==> src/rtl/iter_div_pkg.sv <==
// -----------------------------------------------------------------------------
// iter_div_pkg
// Shared types and constants for the iterative restoring divider.
//   div_state_e        : controller states (IDLE, RUN, DONE)
//   DIV_WIDTH_DEFAULT  : default operand/result width in bits
// -----------------------------------------------------------------------------
package iter_div_pkg;

  localparam int DIV_WIDTH_DEFAULT = 32;

  typedef enum logic [1:0] {
    IDLE = 2'd0,
    RUN  = 2'd1,
    DONE = 2'd2
  } div_state_e;

endpackage : iter_div_pkg

==> src/rtl/subtractor.sv <==
// -----------------------------------------------------------------------------
// subtractor
// Unsigned W-bit trial subtractor used by the divider's restoring step.
//   a, b        : unsigned operands
//   diff        : a - b, modulo 2**W
//   borrow_out  : 1 when b > a (the trial subtraction went negative)
// -----------------------------------------------------------------------------
module subtractor #(
  parameter int W = 33
) (
  input  logic [W-1:0] a,
  input  logic [W-1:0] b,
  output logic [W-1:0] diff,
  output logic         borrow_out
);

  // Widening by one bit turns the MSB of the result into the borrow.
  assign {borrow_out, diff} = {1'b0, a} - {1'b0, b};

endmodule : subtractor

==> src/rtl/iter_divider.sv <==
// -----------------------------------------------------------------------------
// iter_divider
// Unsigned iterative restoring divider, one quotient bit per clock.
//   clk          : clock, all state updates on the rising edge
//   rst_n        : asynchronous active-low reset
//   start        : begin a division (sampled only while ready=1)
//   dividend     : unsigned dividend, captured on the accepting edge
//   divisor      : unsigned divisor, captured on the accepting edge
//   ready        : high only while idle
//   done         : one-cycle pulse marking valid results
//   quotient     : registered quotient, held until the next completion
//   remainder    : registered remainder, held until the next completion
//   div_by_zero  : registered flag, valid with done
// A zero divisor bypasses the iteration and completes on the next cycle with
// quotient all ones and remainder equal to the dividend.
// -----------------------------------------------------------------------------
module iter_divider
  import iter_div_pkg::*;
#(
  parameter int WIDTH = DIV_WIDTH_DEFAULT
) (
  input  logic             clk,
  input  logic             rst_n,
  input  logic             start,
  input  logic [WIDTH-1:0] dividend,
  input  logic [WIDTH-1:0] divisor,
  output logic             ready,
  output logic             done,
  output logic [WIDTH-1:0] quotient,
  output logic [WIDTH-1:0] remainder,
  output logic             div_by_zero
);

  localparam int CNT_W = $clog2(WIDTH);

  div_state_e       state_q, state_d;
  logic [WIDTH:0]   prem_q, prem_d;       // partial remainder
  logic [WIDTH-1:0] q_q, q_d;             // dividend in, quotient bits shift in
  logic [WIDTH-1:0] dvsr_q, dvsr_d;
  logic [CNT_W-1:0] cnt_q, cnt_d;
  logic [WIDTH-1:0] quotient_q, quotient_d;
  logic [WIDTH-1:0] remainder_q, remainder_d;
  logic             dbz_q, dbz_d;
  logic             ready_q, ready_d;
  logic             done_q, done_d;

  // Restoring step datapath.
  logic [WIDTH:0]   shifted;
  logic [WIDTH:0]   diff;
  logic             borrow;
  logic [WIDTH:0]   step_prem;
  logic [WIDTH-1:0] step_q;

  assign shifted = {prem_q[WIDTH-1:0], q_q[WIDTH-1]};

  subtractor #(.W(WIDTH + 1)) u_sub (
    .a          (shifted),
    .b          ({1'b0, dvsr_q}),
    .diff       (diff),
    .borrow_out (borrow)
  );

  // No borrow: the divisor fits, keep the difference and shift in a 1.
  assign step_prem = borrow ? shifted : diff;
  assign step_q    = {q_q[WIDTH-2:0], ~borrow};

  // After every restoring step the partial remainder is below the divisor, so
  // its MSB is always 0; it only exists to hold the shifted-out bit transiently.
  logic unused_prem_msb;
  assign unused_prem_msb = prem_q[WIDTH];

  always_comb begin
    // NOTE: every signal gets a default here so no path leaves it unassigned,
    // which would otherwise infer a latch.
    state_d     = state_q;
    prem_d      = prem_q;
    q_d         = q_q;
    dvsr_d      = dvsr_q;
    cnt_d       = cnt_q;
    quotient_d  = quotient_q;
    remainder_d = remainder_q;
    dbz_d       = dbz_q;

    unique case (state_q)
      IDLE: begin
        if (start) begin
          if (divisor == '0) begin
            state_d     = DONE;
            quotient_d  = '1;
            remainder_d = dividend;
            dbz_d       = 1'b1;
          end else begin
            state_d = RUN;
            prem_d  = '0;
            q_d     = dividend;
            dvsr_d  = divisor;
            cnt_d   = CNT_W'(WIDTH - 1);
          end
        end
      end
      RUN: begin
        prem_d = step_prem;
        q_d    = step_q;
        cnt_d  = cnt_q - CNT_W'(1);
        if (cnt_q == '0) begin
          state_d     = DONE;
          quotient_d  = step_q;
          remainder_d = step_prem[WIDTH-1:0];
          dbz_d       = 1'b0;
        end
      end
      DONE:    state_d = IDLE;
      default: state_d = IDLE;
    endcase

    // Status outputs are registered from the next state so they line up with
    // the state register.
    ready_d = (state_d == IDLE);
    done_d  = (state_d == DONE);
  end

  // NOTE: sequential state uses non-blocking assignments so every flop samples
  // the pre-edge values; the always_comb above uses blocking assignments.
  always_ff @(posedge clk or negedge rst_n) begin
    if (!rst_n) begin
      state_q     <= IDLE;
      prem_q      <= '0;
      q_q         <= '0;
      dvsr_q      <= '0;
      cnt_q       <= '0;
      quotient_q  <= '0;
      remainder_q <= '0;
      dbz_q       <= 1'b0;
      ready_q     <= 1'b1;
      done_q      <= 1'b0;
    end else begin
      state_q     <= state_d;
      prem_q      <= prem_d;
      q_q         <= q_d;
      dvsr_q      <= dvsr_d;
      cnt_q       <= cnt_d;
      quotient_q  <= quotient_d;
      remainder_q <= remainder_d;
      dbz_q       <= dbz_d;
      ready_q     <= ready_d;
      done_q      <= done_d;
    end
  end

  assign ready       = ready_q;
  assign done        = done_q;
  assign quotient    = quotient_q;
  assign remainder   = remainder_q;
  assign div_by_zero = dbz_q;

endmodule : iter_divider

==> config.mk <==
export PLATFORM = sky130hd
export DESIGN_NAME = iter_divider
export DESIGN_NICKNAME = d
export VERILOG_FILES = /design/src/rtl/iter_div_pkg.sv /design/src/rtl/subtractor.sv /design/src/rtl/iter_divider.sv
export SDC_FILE = /design/constraint.sdc
export NUM_CORES = 1
export LEC_CHECK = 0
export ABC_AREA = 0
export BUFFER_PORTS_ARGS = -buffer_cell sky130_fd_sc_hd__buf_4
export CAP_MARGIN = 20
export CELL_PAD_IN_SITES_DETAIL_PLACEMENT = 0
export CELL_PAD_IN_SITES_GLOBAL_PLACEMENT = 2
export CORE_UTILIZATION = 37
export DETAILED_ROUTE_END_ITERATION = 8
export PLACE_DENSITY_LB_ADDON = 0.1
export SLEW_MARGIN = 20
export SYNTH_ARGS = -nofsm -noshare
export SYNTH_HDL_FRONTEND = slang
export SYNTH_SLANG_ARGS = --single-unit
==> constraint.sdc <==
create_clock -name clk -period 5.6 [get_ports clk]
set_clock_uncertainty 0.1 [all_clocks]
set_input_delay 0.84 -clock clk [delete_from_list [all_inputs] [get_ports clk]]
set_output_delay 0.84 -clock clk [all_outputs]
set_load 0.02 [all_outputs]
; ---- Word level (Yosys, flattened, before mapping)
; Index checks and enable logic that the tools add are counted.
[totals]
input_bits = 67
regBits = 170
out_inout_bits = 67
[op_classes]
add_sub_neg = 2
bitwise = 2
n_mux = 26
eq_ne = 6
n_reduce_logical = 8
[op_table]
columns = cell, count
row1 = $mux W32, 11
row2 = $pmux W32 S2, 4
row3 = $sub A33 B32 Y34, 1
row4 = $logic_not A32 Y1, 1
row5 = $mux W5, 2
row6 = $pmux W5 S2, 1
row7 = $ne A2 B2 Y1 const B, 4
row8 = $mux W2, 3
row9 = $reduce_and A3 Y1, 2
row10 = $logic_not A5 Y1, 1
row11 = $sub A5 B1 Y5 const B, 1
row12 = $logic_not A2 Y1, 2
row13 = $pmux W2 S2, 1
row14 = $reduce_and A4 Y1, 1
row15 = $mux W1, 3
row16 = $eq A2 B1 Y1 const B, 1
row17 = $eq A2 B2 Y1 const B, 1
row18 = $not A1 Y1, 2
row19 = $pmux W1 S2, 1
row20 = $reduce_bool A2 Y1, 1

; ---- Longest topological paths before layout
[logic_depth]
word_depth = 5
ltp_mapped = 13

; ---- Cells and area by module
; From an unflattened synthesis, not the netlist that was laid out.
[unflattened]
cells_unflattened = 1038
area_unflattened_um2 = 9653.0
[modules_own_cells]
columns = module, area_per_inst_um2, cells_each, n_inst
row1 = iter_divider, 7626.1, 743, 1
row2 = subtractor, 2026.9, 295, 1

; ---- Worst setup path before layout
; Ideal clock, no wire load.
[synth_path]
path_type = reg-to-reg
startpoint = register prem_q[13]
endpoint = register remainder_q[27] (netlist: remainder[27])
path_buffers = 0
setup_time_ns = 0.133
path_slack_ns = 2.747
path_stages_with_launch = 11
t_required_ns = 5.367
arrival_time_ns = 2.620
cell_sequence = dfrtp_1 -> ha_1 -> a21o_1 -> a21o_1 -> a221o_1 -> nor2b_4 -> o31ai_4 -> nand2_2 -> a2111o_1 -> a41oi_2 -> o211ai_1
[synth_between]
elab_chain_cells = 4
[synth_rtl]
columns = element, line
row1 = start: declaration, iter_divider.sv:37  ; logic [WIDTH:0] prem_q, prem_d;
row2 = start signal: assignment, iter_divider.sv:138  ; prem_q <= prem_d;
row3 = $sub A33 B32 Y34, subtractor.sv:18  ; assign {borrow_out, diff} = {1'b0, a} - {1'b0, b};
row4 = $mux W32, iter_divider.sv:64  ; assign step_prem = borrow ? shifted : diff;
row5 = $mux W32, iter_divider.sv:105  ; if (cnt_q == '0) begin
row6 = $pmux W32 S2, iter_divider.sv:84  ; unique case (state_q)
row7 = end signal: assignment, iter_divider.sv:143  ; remainder_q <= remainder_d;
row8 = end: declaration, iter_divider.sv:42  ; logic [WIDTH-1:0] remainder_q, remainder_d;
; Every way passes these cells. The select of a mux whose other input is x is not followed.
; A chain may end at the register's enable or synchronous reset.

; ---- Worst setup path in the final report
[layout_path]
startpoint = register prem_q[15]
endpoint = register remainder_q[31] (netlist: remainder[31])
; The elaborated chain is that of the path after synthesis.

==> metrics <==
I/O pins=134; core box area=between 20,000 and 25,000 µm²; max frequency=0.2544 GHz; count of cell types in the netlist=55; # DRC=0; vias per inst=5.140; Synth Register Bits=170; RSZ-0062 raised after global routing=false; setup violators final=0; antenna violations before repair=0; final setup margin=1.669 ns; status=completed; most common cell after layout, fill and taps aside=dfrtp_1; Worst-Skew Late Latency=0.44 ns; global placer's final weighted congestion=0.8567; Worst Path Max Fanout=29; die area=24,640 µm²; first-pass GRT wire length=40,830 µm; dpl ws=1.619 ns; EDFF count, synth=0; final hold vios=0; RR Startpoint=prem_q[15]; vias in the first global route=7,299; Nets=1,222; critical path required time=roughly 5.8 ns; TNS Setup=0 ns; Die W=roughly 160 µm; ANT cells=0; critical path launch point type=flop; CTS resizes=0; syn nets=around 1,100; mapped cell area=8885 µm²; register area=about 4300 µm²; Vert. Die Dim=roughly 160 µm; routed wire length=approximately 25,000 µm; crit share post-route=70.19%; CTS tree=yes; Critical Path End Type=flop; DR vias=7,463; Root Buffer Master=clkbuf_16; cells on worst reg2reg path=11; post-synthesis async set-or-reset flop share=100.0%; Routed WL per cell=about 17 µm; GRT overflow=0; initial drt markers=~460; htree depth=4; fin crit period=just under 4 ns; YS warnings=0; floorplan row count=56; Seq/Total Area, Yosys=47.89%; Max Buffers Root-to-Sink=2; top_reg_cell synth=dfrtp_1; Initial Util=a little under two fifths; post-DP HPWL=17,950 µm; share of cells above drive strength 1=between 15 and 20%; largest net degree at the start of global routing=between 80 and 90; Rel. slew slack=30.11%; Layout Area Growth over Synthesis=20.96%; PortBufs=133; Post-CTS Setup Inserts=0; Syn Inst Count=between 1,000 and 1,500; max_cap viols=0; Final Max Tran Viols=0; synthesized area per cell=approximately 9 µm²; total CTS buffers=17; actual slew at the worst max-slew pin=1.046 ns; Hold Path Class=in2async; Detail Route Antenna Nets=0; r2r endpoint=remainder[31]; Clk pin slew, worst setup/hold paths=0.08 ns; power per cell area=710.1 nW/µm²; DRT Pass-1 Iters=5; Leakage=roughly 0.0049 µW; WP data arrival=slightly above 4 ns; hold_buf cts=0; Multi-input gate area=approximately 4200 µm²; most frequent cells in the layout=dfrtp_1, nand2_1, buf_4; Tot GR Track Use=21.41%; Worst R2R Setup Slack=roughly 1.7 ns; Max VDD drop=0.2763 mV; kind of critical path=reg2reg; Fillers=around 2,400; clk sinks=170
state kept, by name (all words and copies together) (netlist names):
register	cells
done	1
ready	1
cnt_q	5
q_q	32
dvsr_q	32
quotient	32
state_q	2
prem_q	32
div_by_zero	1
remainder	32
report_power, final:
part	leakage, µW	switching, µW	internal (µW)
logic	0.00265	2790	1700
registers	0.00195	272	1700
clock network	0.000280	569	596
worst max-delay path by stage:
stage               depth (start not counted)       start       endpoint  slack, ns
finish                                     11  prem_q[15]  remainder[31]       1.67
global placement                           11   prem_q[1]  remainder[31]       1.68
floorplan                                  10  prem_q[13]  remainder[27]       2.75
detailed placement                         11  prem_q[15]  remainder[31]       1.62
CTS                                        11   prem_q[6]  remainder[31]       1.63
global route                               11   prem_q[2]  remainder[31]       1.32
metrics by stage:
| stage | instances | total power, µW | instance area [µm²] | hold slack [ns] | util (%) |
|---|---|---|---|---|---|
| 6_report | 1452 | 7631 | 10750 | 0.3436 | 45.65 |
| 5_1_grt | 1452 | 8353 | 10750 | 0.3998 | 45.65 |
| 3_5_place_dp | 1420 | 6485 | 10170 | 0.3675 | 43.19 |
| 4_1_cts | 1452 | 7681 | 10750 | 0.3814 | 45.65 |
| 3_3_place_gp | 1420 | 6462 | 10170 | 0.3618 | 43.19 |
| 2_1_floorplan | 1014 | 5230 | 8885 | 0.3497 | - |
cell families (layout without fill, tap and decap cells):
logic type	count (synthesis)	after routing	share of synthesized area [%]
buffers and inverters	106	225	4.647
multiplexers	21	21	2.366
adder cells (fa/ha/maj)	35	35	5.013
AND/OR/NAND/NOR	339	339	16.32
flip-flops	170	170	47.89
AO/OA/AOI/OAI	317	317	21.19
XOR/XNOR	26	26	2.563
final cells by class:
| class | count | area share, % |
|---|---|---|
| Clock buffer | 18 | 3.993 |
| Clock inverter | 14 | 1.385 |
| Inverter | 49 | 1.711 |
| Multi-Input combinational cell | 738 | 39.50 |
| Sequential cell | 170 | 39.60 |
| Tap cell | 319 | 3.714 |
| Timing Repair Buffer | 144 | 10.09 |
per-layer routing:
metal | vias up | track usage (%) | routed length [µm]
met2 | 168 | 29.65 | 10090
li1 | 3772 | - | -
met1 | 3507 | 34.42 | 13690
met3 | 16 | 2.671 | 924
met4 | 0 | 5.322 | 245
met5 | - | 0 | 0
critical path, cell delays in order (launching register included):
cell and delay (ns):
dfrtp_1 0.42, ha_1 0.43, nand2_1 0.11, nor2_1 0.22
nand3_1 0.15, a2111oi_4 0.46, o21ai_1 0.16, a21oi_4 0.84
buf_4 0.39, o21ai_0 0.11, a31oi_1 0.29, o21ai_1 0.12
cell usage after synthesis (10+ instances only):
cell / count / share of area (%)
nor2_1: 101 / 4.3
xnor2_1: 13 / 1.3
xor2_1: 13 / 1.3
ha_1: 34 / 4.8
a31oi_1: 39 / 2.7
a21oi_1: 94 / 5.3
o21ai_0: 97 / 5.5
dfrtp_1: 169 / 48
inv_1: 49 / 2.1
nand2_1: 153 / 6.5
o21ai_1: 13 / 0.73
a21o_1: 33 / 2.8
nand3_1: 35 / 2.0
mux2i_1: 21 / 2.4
nor4_1: 10 / 0.70
o211ai_1: 10 / 0.84
clkbuf_1: 50 / 2.1
Power figures use the tool's default switching activity.
